`src/rtl/freq_meter_pkg.sv`:
```
// rtl/freq_meter_pkg.sv - shared encodings and gate-length helper for the frequency meter
package freq_meter_pkg;

    typedef enum logic [1:0] {
        RANGE_1S    = 2'd0,
        RANGE_100MS = 2'd1,
        RANGE_10MS  = 2'd2,
        RANGE_1MS   = 2'd3
    } range_e;

    typedef enum logic [1:0] {
        IDLE  = 2'd0,
        GATE  = 2'd1,
        LATCH = 2'd2
    } state_e;

    // Only ever evaluated into localparams, so the divides fold to constants.
    function automatic int unsigned gate_len(input int unsigned clk_hz, input range_e rng);
        case (rng)
            RANGE_1S:    return clk_hz;
            RANGE_100MS: return clk_hz / 10;
            RANGE_10MS:  return clk_hz / 100;
            default:     return clk_hz / 1000;
        endcase
    endfunction

endpackage

```
`src/rtl/edge_sync.sv`:
```
// rtl/edge_sync.sv - two-flop synchronizer with rising-edge pulse output
module edge_sync (
    input  logic clk_50MHz,
    input  logic rst,
    input  logic d,
    output logic rise
);

    logic meta_q;
    logic sync_q;
    logic prev_q;

    always_ff @(posedge clk_50MHz or negedge rst) begin
        if (!rst) begin
            meta_q <= 1'b0;
            sync_q <= 1'b0;
            prev_q <= 1'b0;
        end else begin
            meta_q <= d;
            sync_q <= meta_q;
            prev_q <= sync_q;
        end
    end

    assign rise = sync_q & ~prev_q;

endmodule

```
`src/rtl/freq_meter.sv`:
```
// rtl/freq_meter.sv - gated rising-edge counter scaled to Hz with one-cycle result strobe
module freq_meter
    import freq_meter_pkg::*;
#(
    parameter int unsigned CLK_HZ = 50000000,
    parameter int unsigned CNT_W  = 32
) (
    input  logic                 clk_50MHz,
    input  logic                 rst,
    input  logic                 en,
    input  logic [1:0]           range_sel,
    input  logic                 sig_in,
    output logic [CNT_W+10-1:0]  freq_hz,
    output logic                 freq_valid,
    output logic                 ovf,
    output logic                 busy
);

    localparam int unsigned OUT_W   = CNT_W + 10;
    localparam int unsigned G_1S    = gate_len(CLK_HZ, RANGE_1S);
    localparam int unsigned G_100MS = gate_len(CLK_HZ, RANGE_100MS);
    localparam int unsigned G_10MS  = gate_len(CLK_HZ, RANGE_10MS);
    localparam int unsigned G_1MS   = gate_len(CLK_HZ, RANGE_1MS);
    localparam int unsigned GATE_W  = $clog2(G_1S + 1);
    localparam logic [CNT_W-1:0] EDGE_MAX = '1;

    state_e             state_q, state_d;
    range_e             range_q, range_d;
    logic [GATE_W-1:0]  gate_cnt_q, gate_cnt_d;
    logic [CNT_W-1:0]   edge_cnt_q, edge_cnt_d;
    logic [OUT_W-1:0]   freq_q, freq_d;
    logic               ovf_q, ovf_d;
    logic               valid_q, valid_d;

    logic               rise;
    logic [GATE_W-1:0]  gate_last;
    logic [CNT_W-1:0]   edge_inc;
    logic [OUT_W-1:0]   e_ext;
    logic [OUT_W-1:0]   scaled;
    range_e             range_in;

    edge_sync u_edge_sync (
        .clk_50MHz (clk_50MHz),
        .rst       (rst),
        .d         (sig_in),
        .rise      (rise)
    );

    assign range_in = range_e'(range_sel);
    assign edge_inc = (edge_cnt_q == EDGE_MAX) ? edge_cnt_q : edge_cnt_q + 1'b1;
    assign e_ext    = OUT_W'(edge_cnt_q);

    always_comb begin
        case (range_q)
            RANGE_1S:    gate_last = GATE_W'(G_1S - 1);
            RANGE_100MS: gate_last = GATE_W'(G_100MS - 1);
            RANGE_10MS:  gate_last = GATE_W'(G_10MS - 1);
            default:     gate_last = GATE_W'(G_1MS - 1);
        endcase
    end

    // Shift-add scaling; the x1000 term is 1024 - 16 - 8.
    always_comb begin
        case (range_q)
            RANGE_1S:    scaled = e_ext;
            RANGE_100MS: scaled = (e_ext << 3) + (e_ext << 1);
            RANGE_10MS:  scaled = (e_ext << 6) + (e_ext << 5) + (e_ext << 2);
            default:     scaled = (e_ext << 10) - (e_ext << 4) - (e_ext << 3);
        endcase
    end

    always_comb begin
        state_d    = state_q;
        range_d    = range_q;
        gate_cnt_d = gate_cnt_q;
        edge_cnt_d = edge_cnt_q;
        freq_d     = freq_q;
        ovf_d      = ovf_q;
        valid_d    = 1'b0;

        case (state_q)
            IDLE: begin
                gate_cnt_d = '0;
                edge_cnt_d = '0;
                if (en) begin
                    state_d = GATE;
                    range_d = range_in;
                end
            end
            GATE: begin
                if (!en) begin
                    state_d    = IDLE;
                    gate_cnt_d = '0;
                    edge_cnt_d = '0;
                end else if (range_in != range_q) begin
                    // The cycle that sees the new range is the first cycle of the new window.
                    range_d    = range_in;
                    gate_cnt_d = GATE_W'(1);
                    edge_cnt_d = rise ? CNT_W'(1) : '0;
                end else begin
                    gate_cnt_d = gate_cnt_q + 1'b1;
                    if (rise) begin
                        edge_cnt_d = edge_inc;
                    end
                    if (gate_cnt_q == gate_last) begin
                        state_d = LATCH;
                    end
                end
            end
            LATCH: begin
                freq_d     = scaled;
                ovf_d      = (edge_cnt_q == EDGE_MAX);
                valid_d    = 1'b1;
                gate_cnt_d = '0;
                edge_cnt_d = '0;
                if (en) begin
                    state_d = GATE;
                    range_d = range_in;
                end else begin
                    state_d = IDLE;
                end
            end
            default: begin
                state_d    = IDLE;
                gate_cnt_d = '0;
                edge_cnt_d = '0;
            end
        endcase
    end

    always_ff @(posedge clk_50MHz or negedge rst) begin
        if (!rst) begin
            state_q    <= IDLE;
            range_q    <= RANGE_1S;
            gate_cnt_q <= '0;
            edge_cnt_q <= '0;
            freq_q     <= '0;
            ovf_q      <= 1'b0;
            valid_q    <= 1'b0;
        end else begin
            state_q    <= state_d;
            range_q    <= range_d;
            gate_cnt_q <= gate_cnt_d;
            edge_cnt_q <= edge_cnt_d;
            freq_q     <= freq_d;
            ovf_q      <= ovf_d;
            valid_q    <= valid_d;
        end
    end

    assign freq_hz    = freq_q;
    assign freq_valid = valid_q;
    assign ovf        = ovf_q;
    assign busy       = (state_q == GATE);

endmodule

```
`config.mk`:
```
export PLATFORM = sky130hd
export DESIGN_NAME = freq_meter
export DESIGN_NICKNAME = d
export VERILOG_FILES = /design/src/rtl/freq_meter_pkg.sv /design/src/rtl/edge_sync.sv /design/src/rtl/freq_meter.sv
export SDC_FILE = /design/constraint.sdc
export NUM_CORES = 1
export LEC_CHECK = 0
export BUFFER_PORTS_ARGS = -buffer_cell sky130_fd_sc_hd__clkbuf_2
export CAP_MARGIN = 15
export CORE_MARGIN = 2
export CORE_UTILIZATION = 64
export CTS_CLUSTER_DIAMETER = 60
export DETAILED_ROUTE_END_ITERATION = 6
export PLACE_DENSITY = 0.84
export SYNTH_ARGS = -nofsm -noshare
export SYNTH_HDL_FRONTEND = slang
export SYNTH_HIERARCHICAL = 1
export SYNTH_SLANG_ARGS = --single-unit
```
`constraint.sdc`:
```
create_clock -name clk_50MHz -period 7.97 [get_ports clk_50MHz]
set_clock_uncertainty 0.15 [all_clocks]
set_input_delay 0.3985 -clock clk_50MHz [delete_from_list [all_inputs] [get_ports clk_50MHz]]
set_output_delay 0.3985 -clock clk_50MHz [all_outputs]
set_load 0.005 [all_outputs]
```
==> metrics.cfg <==
[status]
outcome = complete, no violations

[synth]
yosys_warnings = 6
synth_fp_nets = 1740
yosysSeqAreaShare_pct = 21.5
syn_area_um2 = 12700
yosysUniqueCellTypes = 84
synth_top_flop_cell = dfrtp_1
postSynthCellCount = 1530
synth-seq-cells = 109
async_reset_ff_share_pct = 100
synth_enable_flop_cells = 0
syn_avg_cell_area_um2 = 8.31

[power]
clockPowerShare_pct = 41.5
irDropWorstVdd_v = 0.0000979
comb_power_share_pct = 10.0
swShare_pct = 29.6
p_int_mw = 0.811
p_switching_mw = 0.341
p_leak_nw = 6.53
seqPwrFrac_pct = 48.5
power_density_nw_per_um2 = 85.6

[critical_path]
cp_data_required_time_ns = 8.06
cp.arrival_ns = 4.32
crit_type = reg -> reg
path_max_fanout = 16
crit_path_start_kind = flop
end_kind = flop

[layout]
drive_gt1_share_pct = 6.80
fin_area_um2 = 13500
num-fill-cells = 1582
register_area_um2 = 2730
syn_to_final_growth_pct = 5.94
multiInputGateArea_um2 = 9470
final_nets = 1750

[clock_tree]
h-tree-depth = 3
clockBufferDepth = 2
cts_buffers = 9
root_buffer = clkbuf_16
ctsHoldBuffers = 2
cts.sinks = 109
cts_setup_buffers = 0
cts_resized = 0
cts_tree = built
worstSkewPairLatency_ns = 0.37
clk_pin_slew_ns = 0.09

[floorplan]
num_rows = 51
core_area_um2 = 19500
die_h_um = 145
design.die.area_um2 = 21000
pin_count = 51
initial_core_util_pct = 65.3
die_x_um = 145

[timing]
finalHoldViolCount = 0
drv_slew = 0
fin_crit_sh_pct = 53.1
setup_viol = 0
worst_slew_pin_slew_ns = 0.824
clock.fmax_mhz = 236
slew_headroom_pct = 44.8
tns_ns = 0
period_needed_ns = 4.23
rsz0062_at_grt = no

[placed_design]
place_congestion = 0.956
dpl.hpwl_mm = 28.8
place_area_um2 = 13100
port_buffers = 50

[hold_path]
hold_path_class = in -> reg

[route]
routed_wl_mm = 38.2
antenna_left = 0
vias_per_cell = 6.61
wl_per_cell_um = 21.1
dr.pass1.iters = 7
drt_iter0_drc = 1351
vias = 12000
drc = 0

[grt]
grt_use_total_pct = 36.3
grt_use_met2_pct = 53.4
use_met3_pct = 10.8
grt_pass1_vias = 11400
grt_max_degree = 56
top_usage_layer = met2
grt_pass1_wl_mm = 61.2
grt-ovfl-total = 0
grtUsageMet1_pct = 51.4
antenna_found_initial = 0

[run]
maxCapViolations = 0

==> power groups by stage <==
stage / clock [mW] / combinational, mW / sequential [mW]
finish: 0.479 / 0.115 / 0.559
global route: 0.505 / 0.123 / 0.559
CTS: 0.487 / 0.112 / 0.558
detailed placement: 0 / 0.110 / 0.569
global placement: 0 / 0.110 / 0.569
floorplan: 0 / 0.0664 / 0.568
==> per-layer routing <==
metal | wire, um | part of all wire, %
met5 | 0 | 0
met4 | 1280 | 3.4
met3 | 4910 | 13
met2 | 15800 | 41
met1 | 16100 | 42
==> sequential cells by signal (all words and copies together), names as in the netlist <==
signal,count
freq_valid,1
state_q,2
u_edge_sync/prev_q,1
u_edge_sync/meta_q,1
u_edge_sync/sync_q,1
gate_cnt_q,26
freq_hz,42
range_q,2
edge_cnt_q,32
ovf,1
==> worst max-delay path, stage by stage (launching register included) <==
cell and delay [ns]:
dfrtp_1 0.75, inv_2 0.17, fa_1 0.56, inv_1 0.04, ha_1 0.40, a21oi_1 0.25
o22ai_1 0.11, a2111oi_1 0.58, a21oi_1 0.25, a41oi_1 0.31, xnor2_1 0.17, o21ai_1 0.08
o21ai_0 0.12, o221ai_1 0.15
==> path summary, 6_finish.rpt <==
path / start / to / slack, ns / cells past startpoint
min reg2reg: u_edge_sync/meta_q / u_edge_sync/sync_q / 0.20 / 0
max: edge_cnt_q[0] / freq_hz[27] / 3.74 / 13
min in group asynchronous: rst / freq_hz[39] / 0.46 / 2
max in group asynchronous: rst / gate_cnt_q[20] / 5.94 / 3
min: range_sel[0] / range_q[0] / 0.13 / 3
max reg2reg: edge_cnt_q[0] / freq_hz[27] / 3.74 / 13
==> cells in the final DEF, fill, tap and decap left out, types with 7 or more instances in the layout <==
| cell | instances |
|---|---|
| clkbuf_2 | 49 |
| nand2b_1 | 13 |
| nor2_1 | 139 |
| fa_1 | 55 |
| or3_1 | 12 |
| o211ai_1 | 13 |
| xor2_1 | 39 |
| and3_1 | 20 |
| clkbuf_16 | 9 |
| xnor2_1 | 96 |
| a211oi_1 | 10 |
| ha_1 | 149 |
| o22ai_1 | 10 |
| o21bai_1 | 8 |
| dfrtp_1 | 109 |
| buf_4 | 13 |
| nor3_1 | 20 |
| and2_1 | 12 |
| nor2b_1 | 19 |
| o21ai_1 | 27 |
| a221oi_1 | 25 |
| a21o_1 | 40 |
| nand3_1 | 49 |
| o21ai_0 | 72 |
| inv_1 | 67 |
| a21oi_1 | 139 |
| nand2_1 | 146 |
| o31ai_1 | 7 |
| o21a_1 | 12 |
| nand4_1 | 33 |
| a31oi_1 | 14 |
==> per-stage QoR <==
stage	cells	hold slack [ns]	power [mW]	util (%)	setup slack, ns
after global routing	1810	0.151	1.19	69.2	3.40
after detailed placement	1792	0.185	0.680	67.5	3.82
after global placement	1792	0.187	0.679	67.5	3.88
after CTS	1810	0.118	1.16	69.2	3.79
final	1811	0.128	1.15	69.2	3.74
after floorplan	1530	-0.0471	0.635	-	4.51
==> layout make-up <==
class	count	share of cell area [%]
flip-flops and latches	109	20.3
well taps	265	2.46
inverters	70	1.95
diodes	1	0.0186
clock inverters	7	0.613
multi-input cells	1286	70.3
repair buffers	64	2.70
clock buffers	9	1.67
==> cells by family (layout without fill, tap and decap cells) <==
group / count (synthesis) / count (layout) / synth area share, %
multiplexers: 7 / 7 / 0.561
adder cells (fa/ha/maj): 204 / 204 / 23.3
AO/OA/AOI/OAI: 449 / 449 / 23.0
XOR/XNOR: 135 / 135 / 9.30
buffers and inverters: 135 / 150 / 4.06
flip-flops: 109 / 109 / 21.5
AND/OR/NAND/NOR: 491 / 491 / 18.3
other: 0 / 1 / 0
==> Yosys cell counts (8+ instances only) <==
cell      number  share of area, %
clkbuf_1      55               1.6
dfrtp_1      109                21
xor2_1        39               2.7
nor2_1       139               4.1
and3_1        20              0.98
nand4_1       33               1.6
ha_1         149                15
or3_1         12              0.59
nand2_1      146               4.3
o21ai_0       72               2.8
a21o_1        40               2.4
o211ai_1      13              0.77
o21a_1        12              0.71
a31oi_1       14              0.69
o21bai_1       8              0.47
o21ai_1       27               1.1
xnor2_1       96               6.6
and2_1        12              0.59
nand2b_1      14              0.69
a221oi_1      25               1.7
a21oi_1      139               5.5
nand3_1       49               1.9
inv_1         67               2.0
nor3_1        20              0.79
o22ai_1       10              0.49
nor2b_1       19              0.94
a211oi_1      10              0.59
fa_1          55               8.7
Note: power is estimated with default switching activity, not from simulation.
